==> src/rtl/note_sequencer_if.sv <==
// Control, step-memory write and playback status bundle between the
// register/control logic (master) and the note sequencer (slave).
interface note_sequencer_if #(
  parameter int TEMPO_W = 24
);
  logic               START;
  logic               STOP;
  logic               LOOP;
  logic [3:0]         LEN;
  logic [TEMPO_W-1:0] TICK_DIV;
  logic               WR_EN;
  logic [3:0]         WR_ADDR;
  logic [2:0]         WR_DATA;
  logic [1:0]         NOTE_SEL;
  logic               GATE;
  logic [3:0]         STEP;
  logic               BUSY;
  logic               DONE;

  modport master (
    output START, STOP, LOOP, LEN, TICK_DIV, WR_EN, WR_ADDR, WR_DATA,
    input  NOTE_SEL, GATE, STEP, BUSY, DONE
  );

  modport slave (
    input  START, STOP, LOOP, LEN, TICK_DIV, WR_EN, WR_ADDR, WR_DATA,
    output NOTE_SEL, GATE, STEP, BUSY, DONE
  );
endinterface

==> src/rtl/note_sequencer.sv <==
// Step sequencer: plays up to 16 entries of an internal step memory at a
// programmable tempo, driving the oscillator note select and a gate.
module note_sequencer #(
  parameter int TEMPO_W = 24,
  parameter int GAP_CYC = 16
) (
  input logic             CLK,
  input logic             RST_N,
  note_sequencer_if.slave bus
);
  typedef enum logic [0:0] {
    IDLE = 1'b0,
    PLAY = 1'b1
  } state_t;

  localparam logic [TEMPO_W:0] GAP_EXT = (TEMPO_W+1)'(GAP_CYC);

  state_t             state_r, state_s;
  logic [TEMPO_W-1:0] cnt_r, cnt_s;
  logic [TEMPO_W-1:0] tick_r, tick_s;
  logic [3:0]         step_r, step_s;
  logic [1:0]         note_r, note_s;
  logic               gate_r, gate_s;
  logic               done_r, done_s;
  logic [2:0]         mem_r [16];
  logic [3:0]         next_idx_s;
  logic [2:0]         next_entry_s;
  logic               boundary_s;
  logic               gap_hit_s;

  // Step to load next: step+1 while below LEN, otherwise step 0 (start or wrap)
  assign next_idx_s   = ((state_r == PLAY) && (step_r < bus.LEN)) ? step_r + 4'd1 : 4'd0;
  assign next_entry_s = mem_r[next_idx_s];
  assign boundary_s   = (cnt_r == tick_r);
  // Gate drops one cycle ahead so the registered GATE is low from cnt == TICK_DIV+1-GAP_CYC
  assign gap_hit_s    = ({1'b0, tick_r} >= GAP_EXT) &&
                        ({1'b0, cnt_r} == ({1'b0, tick_r} - GAP_EXT));

  // Next-state and next-output logic for the IDLE/PLAY controller
  always_comb begin
    state_s = state_r;
    cnt_s   = cnt_r;
    tick_s  = tick_r;
    step_s  = step_r;
    note_s  = note_r;
    gate_s  = gate_r;
    done_s  = 1'b0;
    case (state_r)
      IDLE: begin
        if (bus.STOP) begin
          cnt_s  = '0;
          gate_s = 1'b0;
        end else if (bus.START) begin
          state_s = PLAY;
          tick_s  = bus.TICK_DIV;
          cnt_s   = '0;
          step_s  = next_idx_s;
          note_s  = next_entry_s[1:0];
          gate_s  = ~next_entry_s[2];
        end else begin
          cnt_s = '0;
        end
      end
      PLAY: begin
        if (bus.STOP) begin
          state_s = IDLE;
          cnt_s   = '0;
          gate_s  = 1'b0;
        end else if (boundary_s) begin
          cnt_s  = '0;
          tick_s = bus.TICK_DIV;
          if ((step_r < bus.LEN) || bus.LOOP) begin
            step_s = next_idx_s;
            note_s = next_entry_s[1:0];
            gate_s = ~next_entry_s[2];
          end else begin
            state_s = IDLE;
            done_s  = 1'b1;
            gate_s  = 1'b0;
          end
        end else begin
          cnt_s = cnt_r + TEMPO_W'(1);
          if (gap_hit_s) begin
            gate_s = 1'b0;
          end else begin
            gate_s = gate_r;
          end
        end
      end
      default: begin
        state_s = IDLE;
        cnt_s   = '0;
        gate_s  = 1'b0;
      end
    endcase
  end

  // Controller state, step counter and registered outputs
  always_ff @(posedge CLK or negedge RST_N) begin
    if (!RST_N) begin
      state_r <= IDLE;
      cnt_r   <= '0;
      tick_r  <= '0;
      step_r  <= 4'd0;
      note_r  <= 2'd0;
      gate_r  <= 1'b0;
      done_r  <= 1'b0;
    end else begin
      state_r <= state_s;
      cnt_r   <= cnt_s;
      tick_r  <= tick_s;
      step_r  <= step_s;
      note_r  <= note_s;
      gate_r  <= gate_s;
      done_r  <= done_s;
    end
  end

  // Step memory; a load in the same cycle as a write sees the old entry
  always_ff @(posedge CLK or negedge RST_N) begin
    if (!RST_N) begin
      for (int i = 0; i < 16; i++) begin
        mem_r[i] <= 3'b000;
      end
    end else if (bus.WR_EN) begin
      mem_r[bus.WR_ADDR] <= bus.WR_DATA;
    end else begin
      mem_r[bus.WR_ADDR] <= mem_r[bus.WR_ADDR];
    end
  end

  assign bus.NOTE_SEL = note_r;
  assign bus.GATE     = gate_r;
  assign bus.STEP     = step_r;
  assign bus.BUSY     = (state_r == PLAY);
  assign bus.DONE     = done_r;
endmodule

==> src/flat_wrapper.sv <==
// flat-port wrapper written by rule: the top's interface ports become plain ports
module note_sequencer_flat 
#(
  parameter int TEMPO_W = 24,
  parameter int GAP_CYC = 16
)
  (CLK, RST_N, bus_START, bus_STOP, bus_LOOP, bus_LEN, bus_TICK_DIV, bus_WR_EN, bus_WR_ADDR, bus_WR_DATA, bus_NOTE_SEL, bus_GATE, bus_STEP, bus_BUSY, bus_DONE);
  note_sequencer_if #(.TEMPO_W(TEMPO_W)) bus_i ();
  input logic CLK;
  input logic RST_N;
  input wire logic [$bits(bus_i.START)-1:0] bus_START;
  input wire logic [$bits(bus_i.STOP)-1:0] bus_STOP;
  input wire logic [$bits(bus_i.LOOP)-1:0] bus_LOOP;
  input wire logic [$bits(bus_i.LEN)-1:0] bus_LEN;
  input wire logic [$bits(bus_i.TICK_DIV)-1:0] bus_TICK_DIV;
  input wire logic [$bits(bus_i.WR_EN)-1:0] bus_WR_EN;
  input wire logic [$bits(bus_i.WR_ADDR)-1:0] bus_WR_ADDR;
  input wire logic [$bits(bus_i.WR_DATA)-1:0] bus_WR_DATA;
  output wire logic [$bits(bus_i.NOTE_SEL)-1:0] bus_NOTE_SEL;
  output wire logic [$bits(bus_i.GATE)-1:0] bus_GATE;
  output wire logic [$bits(bus_i.STEP)-1:0] bus_STEP;
  output wire logic [$bits(bus_i.BUSY)-1:0] bus_BUSY;
  output wire logic [$bits(bus_i.DONE)-1:0] bus_DONE;
  assign bus_i.START = bus_START;
  assign bus_i.STOP = bus_STOP;
  assign bus_i.LOOP = bus_LOOP;
  assign bus_i.LEN = bus_LEN;
  assign bus_i.TICK_DIV = bus_TICK_DIV;
  assign bus_i.WR_EN = bus_WR_EN;
  assign bus_i.WR_ADDR = bus_WR_ADDR;
  assign bus_i.WR_DATA = bus_WR_DATA;
  assign bus_NOTE_SEL = bus_i.NOTE_SEL;
  assign bus_GATE = bus_i.GATE;
  assign bus_STEP = bus_i.STEP;
  assign bus_BUSY = bus_i.BUSY;
  assign bus_DONE = bus_i.DONE;
  note_sequencer #(.TEMPO_W(TEMPO_W), .GAP_CYC(GAP_CYC)) u_core (.CLK(CLK), .RST_N(RST_N), .bus(bus_i));
endmodule
==> config.mk <==
export PLATFORM = sky130hd
export DESIGN_NAME = note_sequencer_flat
export DESIGN_NICKNAME = d
export VERILOG_FILES = /design/src/rtl/note_sequencer_if.sv /design/src/rtl/note_sequencer.sv /design/src/flat_wrapper.sv
export SDC_FILE = /design/constraint.sdc
export NUM_CORES = 1
export LEC_CHECK = 0
export CELL_PAD_IN_SITES_DETAIL_PLACEMENT = 1
export CELL_PAD_IN_SITES_GLOBAL_PLACEMENT = 2
export CORE_ASPECT_RATIO = 1.4
export CORE_MARGIN = 2
export CORE_UTILIZATION = 33
export CTS_CLUSTER_DIAMETER = 40
export CTS_CLUSTER_SIZE = 8
export DETAILED_ROUTE_END_ITERATION = 10
export PLACE_DENSITY = 0.81
export SLEW_MARGIN = 20
export SYNTH_ARGS = -nofsm -noshare
export SYNTH_HDL_FRONTEND = slang
export SYNTH_SLANG_ARGS = --single-unit
==> constraint.sdc <==
create_clock -name CLK -period 7.7 [get_ports CLK]
set_input_delay 1.54 -clock CLK [delete_from_list [all_inputs] [get_ports CLK]]
set_output_delay 1.54 -clock CLK [all_outputs]
set_load 0.03 [all_outputs]
==> results of run 1 <==
## area by class of cell
cell class / instances / area [um^2] / share of cell area (%)
sequential: 105 / 2628 / 37.04
timing repair buffer: 53 / 513.0 / 7.231
clock buffer: 9 / 225.2 / 3.175
inverter: 12 / 45.04 / 0.6349
multi-input combinational: 469 / 3273 / 46.14
tap: 240 / 300.3 / 4.233
clock inverter: 7 / 110.1 / 1.552
## report_power, final
group / switching [mW] / internal [mW]
clock: 0.240 / 0.266
sequential: 0.118 / 0.651
combinational: 0.276 / 0.244
## metrics by stage
step	area, um^2	std cells
2_1_floorplan	6068	617
3_3_place_gp	6753	879
3_5_place_dp	6753	879
4_1_cts	7088	895
5_1_grt	7094	895
6_report	7094	895
## kinds of logic (layout without fill, tap and decap cells)
kind of cell / count (synthesis) / after routing
xor+xnor: 58 / 58
buf+inv: 43 / 81
compound gates: 111 / 111
fa+ha+maj: 7 / 7
simple gates: 239 / 239
mux: 54 / 54
flops: 105 / 105
## layer usage
metal	vias up	track usage (%)	routed length [um]
li1	2270	-	-
met1	2440	20.60	6977
met2	69	36.60	9960
met3	40	2.762	349
met4	0	8.171	601
met5	-	0	0
## worst paths after layout
kind	from	endpoint	slack, ns	cells past startpoint
max	bus_WR_ADDR[0]	u_core.mem_r[5]	3.28	5
min	u_core.bus.NOTE_SEL[1]	u_core.bus.NOTE_SEL[1]	0.50	2
max reg2reg	u_core.tick_r[22]	u_core.tick_r[15]	4.67	7
min reg2reg	u_core.bus.NOTE_SEL[1]	u_core.bus.NOTE_SEL[1]	0.50	2
max in group asynchronous	RST_N	u_core.mem_r[14]	5.29	2
min in group asynchronous	RST_N	u_core.tick_r[3]	1.15	1
## placed cells by master (no fill, tap or decap), types with 3 or more instances in the layout
cell type	synthesis	layout
o211ai_1	3	3
xnor2_1	36	36
or2_0	4	4
a21oi_1	41	41
nand3b_1	4	4
clkdlybuf4s50_1	0	47
mux2i_2	0	3
xor2_1	22	22
mux4_2	19	19
nand3_1	19	19
nand2_1	44	44
nand4_1	11	11
nor4_2	3	3
a31oi_1	3	3
clkbuf_16	0	9
inv_1	11	11
or3_1	4	4
dfrtp_1	105	105
and3_1	6	6
a21o_1	3	3
o21ai_0	33	33
nor3_1	16	16
ha_1	7	7
buf_4	0	5
mux2i_1	10	7
mux2_2	25	25
clkinv_8	0	3
nand2b_1	12	12
or4_1	7	7
o2bb2ai_1	4	4
nor4_1	9	9
nor2_1	88	88
## flip-flops by register name (all words and copies together) (netlist names)
name                 cells
u_core.bus.BUSY          1
u_core.bus.DONE          1
u_core.bus.GATE          1
u_core.bus.NOTE_SEL      2
u_core.bus.STEP          4
u_core.cnt_r            24
u_core.mem_r            48
u_core.tick_r           24
## worst max-delay path: stages
cell,delay (ns)
clkdlybuf4s50_1,1.11
mux4_2,0.59
mux4_2,0.48
mux2i_2,0.66
o21ai_0,0.23
==> results.json, run 1 <==
{
  "cp.required_ns": 7.90,
  "finalCriticalPeriod_ns": 4.421,
  "synthFlopType": "dfrtp_1",
  "grt.overflow.total": 0,
  "tns_ns": 0,
  "clk_path_buf_depth": 2,
  "hold_buffers": 0,
  "core-area_mm2": 0.01800,
  "wire_per_inst_um": 19.99,
  "synth_compound_area_share_pct": 11.09,
  "power_density_mw_per_mm2": 253.1,
  "synth_fa_ha_area_share_pct": 1.443,
  "start_util_pct": 33.72,
  "slew_headroom_pct": 34.87,
  "drt-total-wl_um": 17890,
  "die_area_mm2": 0.01950,
  "synthArstFlopShare_pct": 100.0,
  "total_power_mw": 1.796,
  "setup_viol": 0,
  "fillCellCount": 2089,
  "via_per_inst": 5.384,
  "die_h_um": 164.5,
  "yosys.area_share.simple_pct": 19.51,
  "yosysWarningCount": 0,
  "clk_pin_slew_ns": 0.09,
  "first_pass_iters": 4,
  "synthMuxAreaShare_pct": 13.34,
  "grt_pass1_vias": 5218,
  "antenna_found_initial": 0,
  "syn_inst": 617,
  "ir_drop_uv": 107.9,
  "grt_max_degree": 69,
  "insertion_delay_ns": 0.36,
  "finClkSkew_ns": 0.01234,
  "synth.area.top_cells": "dfrtp_1 43%, mux4_2 7.1%, nor2_1 5.4%",
  "drv_cap": 0,
  "synthesis.area_mm2": 0.006068,
  "grtUsageTotal_pct": 19.02,
  "die_w_um": 118.6,
  "hp-class": "reg2reg",
  "io_pins": 50,
  "fin_nets": 698,
  "numClockSinks": 105,
  "drive_gt1_share_pct": 11.76,
  "final.period_utilization_pct": 57.41,
  "critPathArrivalTime_ns": 4.62,
  "cts-root-buf": "clkbuf_16",
  "cp-start-kind": "input pin",
  "synth_edf_count": 0,
  "crit_type": "in2reg",
  "postCtsSetupRepairBufs": 0,
  "final_max_slew_viol_count": 0,
  "post-place-ws_ns": 2.577,
  "fin_ws_ns": 3.279,
  "cts_tree": "built",
  "grt_pass1_wl_um": 28740,
  "crit_fanout": 20,
  "gp_congestion": 0.8734,
  "rows": 58,
  "synth_cell_types": 62,
  "synth_xor_area_share_pct": 8.371,
  "syn_area_per_cell_um2": 9.835,
  "cts_resized": 0,
  "hold_ws_ns": 0.4977,
  "dp_hpwl_um": 13550,
  "grt_setup_unrepaired": "false",
  "diodes": 0,
  "postRouteAntennaNets": 0,
  "synthTopCellsByCount": "105 x dfrtp_1, 88 x nor2_1, 44 x nand2_1",
  "portBuffers": 49,
  "yosysTopAreaCell": "dfrtp_1",
  "p_leak_nw": 2.696,
  "synth_fp_nets": 665,
  "max_freq_mhz": 226.2,
  "status": "complete, no violations",
  "via_count": 4819,
  "drtIter0Drc": 283,
  "drc": 0,
  "synth_seq_area_share_pct": 43.30,
  "synth_top_area_share_pct": 43.30,
  "synth_top_family_by_area": "simple AND/OR/NAND/NOR gates",
  "tightest_slew_ns": 0.9739,
  "htree_levels": 3,
  "syn2layout_area_growth_pct": 16.91,
  "cts_buffers": 9,
  "post-synth-top-count-cell": "dfrtp_1",
  "worstSetupEndpointType": "flip-flop",
  "hold_viol_final": 0,
  "synth-seq-cells": 105,
  "final_core_util_pct": 39.42
}
No activity file was read; power rests on OpenSTA's default activity.
==> run 2, diff against run 1 <==
clock period = 4.3 ns   (was 7.7 ns; I/O delays follow)
==> run 2 against run 1 <==
Against the previous run: global-route usage barely moved; critical endpoint is now u_core.bus.GATE; critical path type unchanged; critical path depth rose by 5; flip-flop and latch count did not move; first-iteration DRC count fell by 12%; largest cell class unchanged; largest power group unchanged; core utilization rose by 0.097 points.
==> results.json, run 2 (synthesis results as in run 1) <==
{
  "status": "complete, no violations",
  "htree_levels": 3,
  "crit_fanout": 12,
  "grt.overflow.total": 0,
  "slew_headroom_pct": 36.80,
  "gp_congestion": 0.8807,
  "fin_nets": 707,
  "power_density_mw_per_mm2": 446.3,
  "syn2layout_area_growth_pct": 17.20,
  "antenna_found_initial": 0,
  "via_per_inst": 5.456,
  "post-place-ws_ns": 0.6377,
  "cts-root-buf": "clkbuf_16",
  "crit_type": "in2reg",
  "postLayoutCellArea_mm2": 0.007112,
  "clk_pin_slew_ns": 0.08,
  "hold_buffers": 0,
  "grt_pass1_vias": 5395,
  "r2r-end": "u_core.tick_r[12]",
  "wire_per_inst_um": 19.60,
  "first_pass_iters": 4,
  "die_area_mm2": 0.01950,
  "ir_drop_uv": 197.5,
  "multi_input_area_mm2": 0.003262,
  "numClockSinks": 105,
  "fillCellCount": 2077,
  "cts_tree": "built",
  "insertion_delay_ns": 0.36,
  "top_regs": "u_core.mem_r: 48 flops, u_core.cnt_r: 24 flops, u_core.tick_r: 24 flops",
  "cp.required_ns": 4.53,
  "endpoint": "u_core.bus.GATE",
  "worstSetupEndpointType": "flip-flop",
  "cts_buffers": 9,
  "cts_resized": 0,
  "fin_ws_ns": 0.9972,
  "seq_area_mm2": 0.002628,
  "drv_cap": 0,
  "tns_ns": 0,
  "postRouteAntennaNets": 0,
  "final.period_utilization_pct": 76.81,
  "dp_hpwl_um": 13520,
  "r2r_setup_slack_ns": 1.27,
  "final_common_cell": "dfrtp_1",
  "finalCriticalPeriod_ns": 3.303,
  "drtIter0Drc": 250,
  "rows": 58,
  "via_count": 4932,
  "worstSetupStartpoint": "bus_LEN[1]",
  "grtUsageTotal_pct": 19.07,
  "grt_setup_unrepaired": "false",
  "regMostFlops": "u_core.mem_r",
  "critPathArrivalTime_ns": 3.53,
  "total_power_mw": 3.174,
  "cp-start-kind": "input pin",
  "hold_ws_ns": 0.5024,
  "drt-total-wl_um": 17720,
  "die_w_um": 118.6,
  "postCtsSetupRepairBufs": 0,
  "final_max_slew_viol_count": 0,
  "grt_max_degree": 72,
  "finClkSkew_ns": 0.01098,
  "largest_register_ffs": 48,
  "setup_viol": 0,
  "hp-class": "reg2reg",
  "grt_pass1_wl_um": 28920,
  "drive_gt1_share_pct": 12.35,
  "r2r_cells": 7,
  "reg2reg_from": "u_core.cnt_r[6]",
  "p_leak_nw": 2.727,
  "io_pins": 50,
  "postPlaceCellArea_mm2": 0.006820,
  "core-area_mm2": 0.01800,
  "tightest_slew_ns": 0.9451,
  "hold_viol_final": 0,
  "drc": 0,
  "layout_common_cells": "105 x dfrtp_1, 88 x nor2_1, 48 x clkdlybuf4s50_1",
  "start_util_pct": 33.72,
  "portBuffers": 49,
  "die_h_um": 164.5,
  "diodes": 0,
  "clk_path_buf_depth": 2,
  "max_freq_mhz": 302.8
}
-- run 2: changes by cell type in the layout (fill, tap and decap cells not counted), sizes merged --
cell,delta
buf,+8
clkinv,-3
inv,+3
bufinv,-1
clkbuf,+1
clkdlybuf4s50,+1
-- run 2: layout make-up --
class	instances	share of cell area (%)
Multi-Input combinational cell	469	45.87
Clock buffer	10	3.360
Sequential cell	105	36.95
Clock inverter	6	0.7389
Tap cell	240	4.222
Inverter	12	0.6334
Timing Repair Buffer	62	8.234
-- run 2: critical path: stages --
cell and delay (ns):
clkdlybuf4s50_1 0.46, inv_1 0.04, ha_1 0.18, or4b_2 0.66, a21oi_1 0.26, or2_2 0.31, o21ai_0 0.12, a211o_1 0.27
a32oi_1 0.24, o22ai_1 0.12
-- run 2: per-stage QoR --
| step | cells | utilization, % |
|---|---|---|
| final | 904 | 39.52 |
| after global routing | 904 | 39.52 |
| after CTS | 904 | 39.52 |
| after detailed placement | 888 | 37.90 |
| after global placement | 888 | 37.90 |
| after floorplan | 617 | - |
-- run 2: worst min path at each step --
stage	endpoint	cells after the start	slack (ns)	startpoint
after floorplan	u_core.mem_r[5]	2	0.46	u_core.mem_r[5]
after global placement	u_core.mem_r[1]	2	0.48	u_core.mem_r[1]
after detailed placement	u_core.bus.NOTE_SEL[1]	2	0.50	u_core.bus.NOTE_SEL[1]
after CTS	u_core.bus.NOTE_SEL[1]	2	0.52	u_core.bus.NOTE_SEL[1]
after global routing	u_core.bus.NOTE_SEL[1]	2	0.54	u_core.bus.NOTE_SEL[1]
final	u_core.bus.NOTE_SEL[1]	2	0.50	u_core.bus.NOTE_SEL[1]
-- run 2: power breakdown --
group	total [mW]	internal [mW]	switching, mW	leakage, nW
logic	0.959	0.452	0.507	1.29
registers	1.39	1.17	0.219	1.29
clock network	0.830	0.421	0.409	0.145
total	3.17	2.04	1.13	2.73
-- run 2: metal layers --
metal | share of wire, % | track usage, %
met2 | 54 | 35.63
met5 | 0 | 0
met3 | 2.9 | 3.729
met4 | 4.8 | 10.28
met1 | 38 | 20.08
